--- src/rtl/uart_rx_frame.sv ---
`default_nettype none
// +--------------------------------------------------------------------------+
// | Module      : uart_rx_frame                                              |
// | Description : 8N1 UART receiver. Synchronises the serial line, finds the |
// |               start bit, samples start, data and stop bits at mid-bit,   |
// |               and presents each byte on a valid/ready holding register   |
// |               with framing-error and overrun pulses.                     |
// | Revision    : 1.0 - initial release                                      |
// +--------------------------------------------------------------------------+
module uart_rx_frame #(
  parameter int CLKS_PER_BIT = 868,
  parameter int DATA_BITS    = 8
) (
  input  logic                 SystemClock,
  input  logic                 ResetCounter,
  input  logic                 RxSerial,
  output logic [DATA_BITS-1:0] RxData,
  output logic                 RxValid,
  input  logic                 RxReady,
  output logic                 FrameError,
  output logic                 Overrun,
  output logic                 Busy
);

  localparam int c_CW = $clog2(CLKS_PER_BIT);
  localparam int c_BW = $clog2(DATA_BITS + 1);

  // Half-bit terminal count lands the start-bit sample near its centre; every
  // later sample is one full bit period after the previous one.
  localparam logic [c_CW-1:0] c_HALF_LAST = c_CW'(CLKS_PER_BIT / 2 - 1);
  localparam logic [c_CW-1:0] c_BIT_LAST  = c_CW'(CLKS_PER_BIT - 1);
  localparam logic [c_BW-1:0] c_DATA_LAST = c_BW'(DATA_BITS - 1);

  typedef enum logic [2:0] {
    S_IDLE  = 3'd0,
    S_START = 3'd1,
    S_DATA  = 3'd2,
    S_STOP  = 3'd3,
    S_BREAK = 3'd4
  } state_t;

  state_t                r_state, w_state_nxt;
  logic                  r_sync1, r_rx_s;
  logic [c_CW-1:0]       r_cnt, w_cnt_nxt;
  logic [c_BW-1:0]       r_bitcnt, w_bitcnt_nxt;
  logic [DATA_BITS-1:0]  r_shreg, w_shreg_nxt;
  logic                  r_deliver, w_deliver_nxt;
  logic                  r_ferr, w_ferr_nxt;

  // Two-flop synchroniser for the asynchronous line; idle level is high.
  always_ff @(posedge SystemClock or negedge ResetCounter) begin
    if (!ResetCounter) begin
      r_sync1 <= 1'b1;
      r_rx_s  <= 1'b1;
    end else begin
      r_sync1 <= RxSerial;
      r_rx_s  <= r_sync1;
    end
  end

  // Receiver state, counters, shift register and the one-cycle event strobes.
  always_ff @(posedge SystemClock or negedge ResetCounter) begin
    if (!ResetCounter) begin
      r_state   <= S_IDLE;
      r_cnt     <= '0;
      r_bitcnt  <= '0;
      r_shreg   <= '0;
      r_deliver <= 1'b0;
      r_ferr    <= 1'b0;
    end else begin
      r_state   <= w_state_nxt;
      r_cnt     <= w_cnt_nxt;
      r_bitcnt  <= w_bitcnt_nxt;
      r_shreg   <= w_shreg_nxt;
      r_deliver <= w_deliver_nxt;
      r_ferr    <= w_ferr_nxt;
    end
  end

  // Next-state logic: bit timing, sampling decisions and frame outcome.
  always_comb begin
    w_state_nxt   = r_state;
    w_cnt_nxt     = r_cnt;
    w_bitcnt_nxt  = r_bitcnt;
    w_shreg_nxt   = r_shreg;
    w_deliver_nxt = 1'b0;
    w_ferr_nxt    = 1'b0;
    case (r_state)
      S_IDLE: begin
        if (!r_rx_s) begin
          w_state_nxt = S_START;
          w_cnt_nxt   = '0;
        end
      end
      S_START: begin
        if (r_cnt == c_HALF_LAST) begin
          w_cnt_nxt = '0;
          if (!r_rx_s) begin
            w_state_nxt  = S_DATA;
            w_bitcnt_nxt = '0;
          end else begin
            // Line went back high before mid start bit: treat as noise.
            w_state_nxt = S_IDLE;
          end
        end else begin
          w_cnt_nxt = r_cnt + 1'b1;
        end
      end
      S_DATA: begin
        if (r_cnt == c_BIT_LAST) begin
          w_cnt_nxt    = '0;
          w_shreg_nxt  = {r_rx_s, r_shreg[DATA_BITS-1:1]};
          w_bitcnt_nxt = r_bitcnt + 1'b1;
          if (r_bitcnt == c_DATA_LAST) begin
            w_state_nxt = S_STOP;
          end
        end else begin
          w_cnt_nxt = r_cnt + 1'b1;
        end
      end
      S_STOP: begin
        if (r_cnt == c_BIT_LAST) begin
          w_cnt_nxt = '0;
          if (r_rx_s) begin
            w_deliver_nxt = 1'b1;
            w_state_nxt   = S_IDLE;
          end else begin
            w_ferr_nxt  = 1'b1;
            w_state_nxt = S_BREAK;
          end
        end else begin
          w_cnt_nxt = r_cnt + 1'b1;
        end
      end
      S_BREAK: begin
        // A line held low must return high before another frame can start.
        if (r_rx_s) begin
          w_state_nxt = S_IDLE;
        end
      end
      default: begin
        w_state_nxt = S_IDLE;
        w_cnt_nxt   = '0;
      end
    endcase
  end

  // Holding register: load on delivery, drop with overrun if still occupied.
  always_ff @(posedge SystemClock or negedge ResetCounter) begin
    if (!ResetCounter) begin
      RxData  <= '0;
      RxValid <= 1'b0;
      Overrun <= 1'b0;
    end else begin
      Overrun <= 1'b0;
      if (r_deliver) begin
        if (!RxValid || RxReady) begin
          RxData  <= r_shreg;
          RxValid <= 1'b1;
        end else begin
          Overrun <= 1'b1;
        end
      end else if (RxValid && RxReady) begin
        RxValid <= 1'b0;
      end
    end
  end

  assign FrameError = r_ferr;
  assign Busy       = (r_state != S_IDLE);

endmodule
`default_nettype wire
--- config.mk ---
export PLATFORM = sky130hd
export DESIGN_NAME = uart_rx_frame
export DESIGN_NICKNAME = d
export VERILOG_FILES = /design/src/rtl/uart_rx_frame.sv
export SDC_FILE = /design/constraint.sdc
export NUM_CORES = 1
export LEC_CHECK = 0
export CAP_MARGIN = 20
export CELL_PAD_IN_SITES_DETAIL_PLACEMENT = 0
export CELL_PAD_IN_SITES_GLOBAL_PLACEMENT = 1
export CORE_MARGIN = 4
export CORE_UTILIZATION = 40
export DETAILED_ROUTE_END_ITERATION = 8
export PLACE_DENSITY_LB_ADDON = 0.1
export SYNTH_ARGS = -nofsm -noshare
export SYNTH_HDL_FRONTEND = slang
export SYNTH_SLANG_ARGS = --single-unit
--- constraint.sdc ---
create_clock -name SystemClock -period 2 [get_ports SystemClock]
set_input_delay 0.4 -clock SystemClock [delete_from_list [all_inputs] [get_ports SystemClock]]
set_output_delay 0.4 -clock SystemClock [all_outputs]
set_load 0.02 [all_outputs]
======== After elaboration in Yosys (flattened, before gate mapping) ========
Index checks and enable logic that the tools add are counted.
word-level totals
  output and inout bits ................... 12
  register bits after elaboration ......... 39
  input bits .............................. 4
  word-level logic and storage cells ...... 71
cells by class
  multiplexer cells ....................... 28
  eq/ne operators ......................... 15
  bitwise logic cells ..................... 1
  reductions and logical operators ........ 14
  add/subtract/negate cells ............... 2
operators with widths
  operator                                               count
  one-hot mux 10 bit (4 select lines)                    1
  2-to-1 mux 10 bit                                      3
  2-to-1 mux 3 bit                                       7
  one-hot mux 3 bit (5 select lines)                     1
  inequality test 2 bit, second input constant           7
  2-to-1 mux 4 bit                                       3
  2-to-1 mux 1 bit                                       11
  adder 10 x 1 -> 10 bit, second input constant          1
  == test 10 bit, second input constant                  1
  == test 10 x 9 -> 1 bit, second input constant         1
  one-hot mux 4 bit (2 select lines)                     1
  AND reduction 2 bit                                    4
  == test 3 x 2 -> 1 bit, second input constant          2
  AND reduction 6 bit                                    1
  adder 4 x 1 -> 4 bit, second input constant            1
  == test 4 x 3 -> 1 bit, second input constant          1
  AND reduction 4 bit                                    1
  nonzero test 2 bit                                     2
  == test 3 x 1 -> 1 bit, second input constant          1
  == test 3 bit, second input constant                   1
  zero test 3 bit                                        1
  nonzero test 3 bit                                     1
  2-to-1 mux 2 bit                                       1
  inequality test 2 x 1 -> 1 bit, second input constant  1
  5 further kinds                                        5

======== Longest topological paths before layout ========
  depth after elaboration ................. 4
  gate-level depth with buffers ........... 6
  gate-level depth less buffers ........... 6

======== Worst setup path before layout ========
Ideal clock, no wire load.
  kind .................................... reg2reg
  start ................................... register r_cnt[0]
  end ..................................... register r_shreg[1]
  data arrival time ....................... 1.493 ns
  path buffers ............................ 1
  library setup time ...................... 0.125 ns
  setup slack ............................. 0.382 ns
  cell stages (with the launch flop) ...... 6
  period minus slack after synthesis ...... 1.618 ns
  data required time ...................... 1.875 ns
  cells stage by stage .................... dfrtp_1 > ha_1 > and4bb_4 > nand4_4 > buf_6 > mux2_4
on the way
  cells in the longest elaborated chain, start to end .. 2
RTL lines
  element                               line  source
  from (decl)                           44    logic [c_CW-1:0] r_cnt, w_cnt_nxt;
  from (signal assigned)                72    r_cnt <= w_cnt_nxt;
  == test 10 bit                        110   if (r_cnt == c_BIT_LAST) begin
  AND reduction 2 bit (no source line)  n/a
  to (signal assigned)                  74    r_shreg <= w_shreg_nxt;
  to (decl)                             46    logic [DATA_BITS-1:0] r_shreg, w_shreg_nxt;
Every way passes these cells.
A chain may end at the register's enable or synchronous reset.

======== Worst setup path after layout ========
  start ................................... register r_cnt[0]
  end ..................................... register r_bitcnt[2]
on the way
  cells in the longest elaborated chain, start to end .. 3
  elaborated cells between the ends (all ways) .. 5
  classes of those cells .................. 4 x eq/ne; 1 x reduce/logical
RTL lines
  element                                                           line     source
  == test 10 bit / == test 10 x 9 -> 1 bit (equally long branches)  110, 96
  inequality test 2 bit (no source line)                            n/a
  AND reduction 4 bit (no source line) *                            n/a
  to (signal assigned)                                              73       r_bitcnt <= w_bitcnt_nxt;
  to (decl)                                                         45       logic [c_BW-1:0] r_bitcnt, w_bitcnt_nxt;
Mark *: on every way between the ends. The rest lies on a longest branch, timed or not.

==> flow_summary.ini <==
[outcome]
outcome = completed

[sta]
max_freq_mhz = 535
drv_slew = 0
fin_crit_ps = 1870
finalHoldViolCount = 0
finalSetupViolCount = 0
setup_tns_ps = 0
whs_ps = 151
rsz0062_at_grt = no
finalWorstSetupSlack_ps = 131
max_slew_margin_pct = 67.1
tightest_slew_ps = 494
fin_crit_sh_pct = 93.5
finClkSkew_ps = 7.89

[floorplan]
rows = 25
die_h_um = 78.0
start_util_pct = 41.5
die_w_um = 78.0
die-area_mm2 = 0.00608
core_area_mm2 = 0.00472
io_pins = 16

[logic_synthesis]
yosys.area.top_type = dfrtp_1
yosysMostFrequentCell = dfrtp_1
synthTopCellsByArea = dfrtp_1 47%, mux2_2 5.7%, mux2_4 4.6%
yosysWarnings = 0
yosysTopAreaCellShare_pct = 47.3
synth-seq-cells = 39
ys.flop_type = dfrtp_1
synth_cell_types = 49
syn_nets = 176
synth_commonest_cells = 37 x dfrtp_1, 16 x nand2_1, 12 x o21ai_0, 10 x mux2_2, 9 x inv_1
yosysSeqAreaShare_pct = 49.9
synthArstFlopShare_pct = 100
synth_cells = 169
synthesis.area_mm2 = 0.00196
syn_avg_cell_area_um2 = 11.6
synth-edff-count = 0

[hold_path]
hold_path.class = in -> async

[clocking]
insertion_delay_ps = 290
post_cts_buffers = 0
numCtsBuffers = 5
cts.path.max_buffers = 2
cts.reportedPaths.clkPinSlew_ps = 80
ctsHoldBuffers = 0
cts-root-buf = clkbuf_8
clock-sinks = 39
cts_tree = done
htreeDepth = 2

[power_and_ir_drop]
irDropWorstVdd_v = 0.000368
p_per_area_mw_per_mm2 = 581
power_leakage_uw = 0.00102

[routing]
wire_per_inst_um = 14.7
first_iter_violations = 83
drc = 0
via_per_inst = 5.27
drtAntennaViolNets = 0
drt-pass1-iter-count = 4
wl_mm = 3.81
vias = 1366

[critical_path]
worst-endpoint-arrival_ps = 2050
critPathKind = reg -> reg
cp.required_ps = 2180
crit_path_start_kind = flip-flop
cp_max_fo = 13
critPathCaptureType = flip-flop

[global_routing]
grt_usage_pct = 13.9
antenna_found_initial = 0
grt_start_max_net_pins = 40
first_global_vias = 1343
grt_overflow = 0
grt_first_pass_wirelength_mm = 6.75

[final_layout]
diodes = 0
stdcell_count = 259
finalNetCount = 198
area_delta_synth_final_pct = 16.5
drive_gt1_share_pct = 22.4
final_area_mm2 = 0.00228

[placed_design]
gp_congestion = 0.790
dp_slack_ps = 164
hpwl_mm = 2.72
dpl.cell_count = 251
placed_area_mm2 = 0.00219
numPortBuffers = 15

[job]
maxCapViolCount = 0
what timing repair did:
item                                    4_1_cts  5_1_grt
endpoints found under the hold margin         0        0
endpoints found under the setup margin        1        2
resized for setup                             1        1
cell type report:
type	instances	area (um2)
clock buffers	6	72.6
clock inverters	2	12.5
fillers	450	2440
inverters	9	33.8
multi-input cells	116	920
flip-flops and latches	39	978
well taps	67	83.8
repair buffers	20	181
critical path: stages, from the launching register on:
cell      delay (ps)
dfrtp_1          450
ha_1             290
and4bb_4         320
nand4_4          270
a22o_1           270
a21o_1           170
final timing paths:
kind / to / slack [ps] / startpoint / depth (start not counted)
max in group asynchronous: r_sync1 / 1470 / ResetCounter / 2
setup / recovery: r_bitcnt[2] / 130 / r_cnt[0] / 5
hold / removal: r_cnt[5] / 150 / ResetCounter / 2
hold reg to reg: r_rx_s / 360 / r_sync1 / 0
setup reg to reg: r_bitcnt[2] / 130 / r_cnt[0] / 5
min in group SystemClock: r_rx_s / 360 / r_sync1 / 0
logic make-up (layout without fill, tap and decap cells):
group	count (synthesis)	in the layout	synth area share, %
and+or+nand+nor	61	61	20.8
DFF	39	39	49.9
AOI/OAI and AO/OA	31	31	11.1
muxes	18	18	11.4
buffers and inverters	14	37	3.58
adders and majority gates	3	3	1.92
xor gates and xnor gates	3	3	1.34
report_power, final:
group | total [uW] | switching (uW) | internal [uW]
logic | 23.0 | 16.5 | 6.51
registers | 795 | 2.73 | 792
clock network | 509 | 265 | 244
sequential cells by signal, summed over array words and instances, names as in the netlist:
register    cells
r_rx_s          1
RxData          8
r_state         3
r_bitcnt        4
r_shreg         8
r_deliver       1
FrameError      1
r_cnt          10
Overrun         1
RxValid         1
r_sync1         1
layout by cell type (no fill, tap or decap), types with 5 or more instances in the layout:
master / instances
buf_4: 5
clkbuf_8: 5
clkdlybuf4s50_1: 13
dfrtp_1: 37
inv_1: 9
mux2_2: 10
mux2_4: 6
nand2_1: 16
nand3_1: 5
nand4_1: 5
o211ai_1: 5
o21ai_0: 12
metrics by stage:
| stage | utilization (%) | power (uW) |
|---|---|---|
| after floorplan | - | 811 |
| after global routing | 48.3 | 1390 |
| after CTS | 48.1 | 1350 |
| after global placement | 46.4 | 834 |
| after detailed placement | 46.4 | 835 |
| final | 48.3 | 1330 |
routing by layer:
layer  global-route usage (%)  wire, um
met2                     20.5      1730
met3                     3.25       116
met1                     19.8      1900
met4                     5.42        63
met5                        0         0
Power figures use the tool's default switching activity.
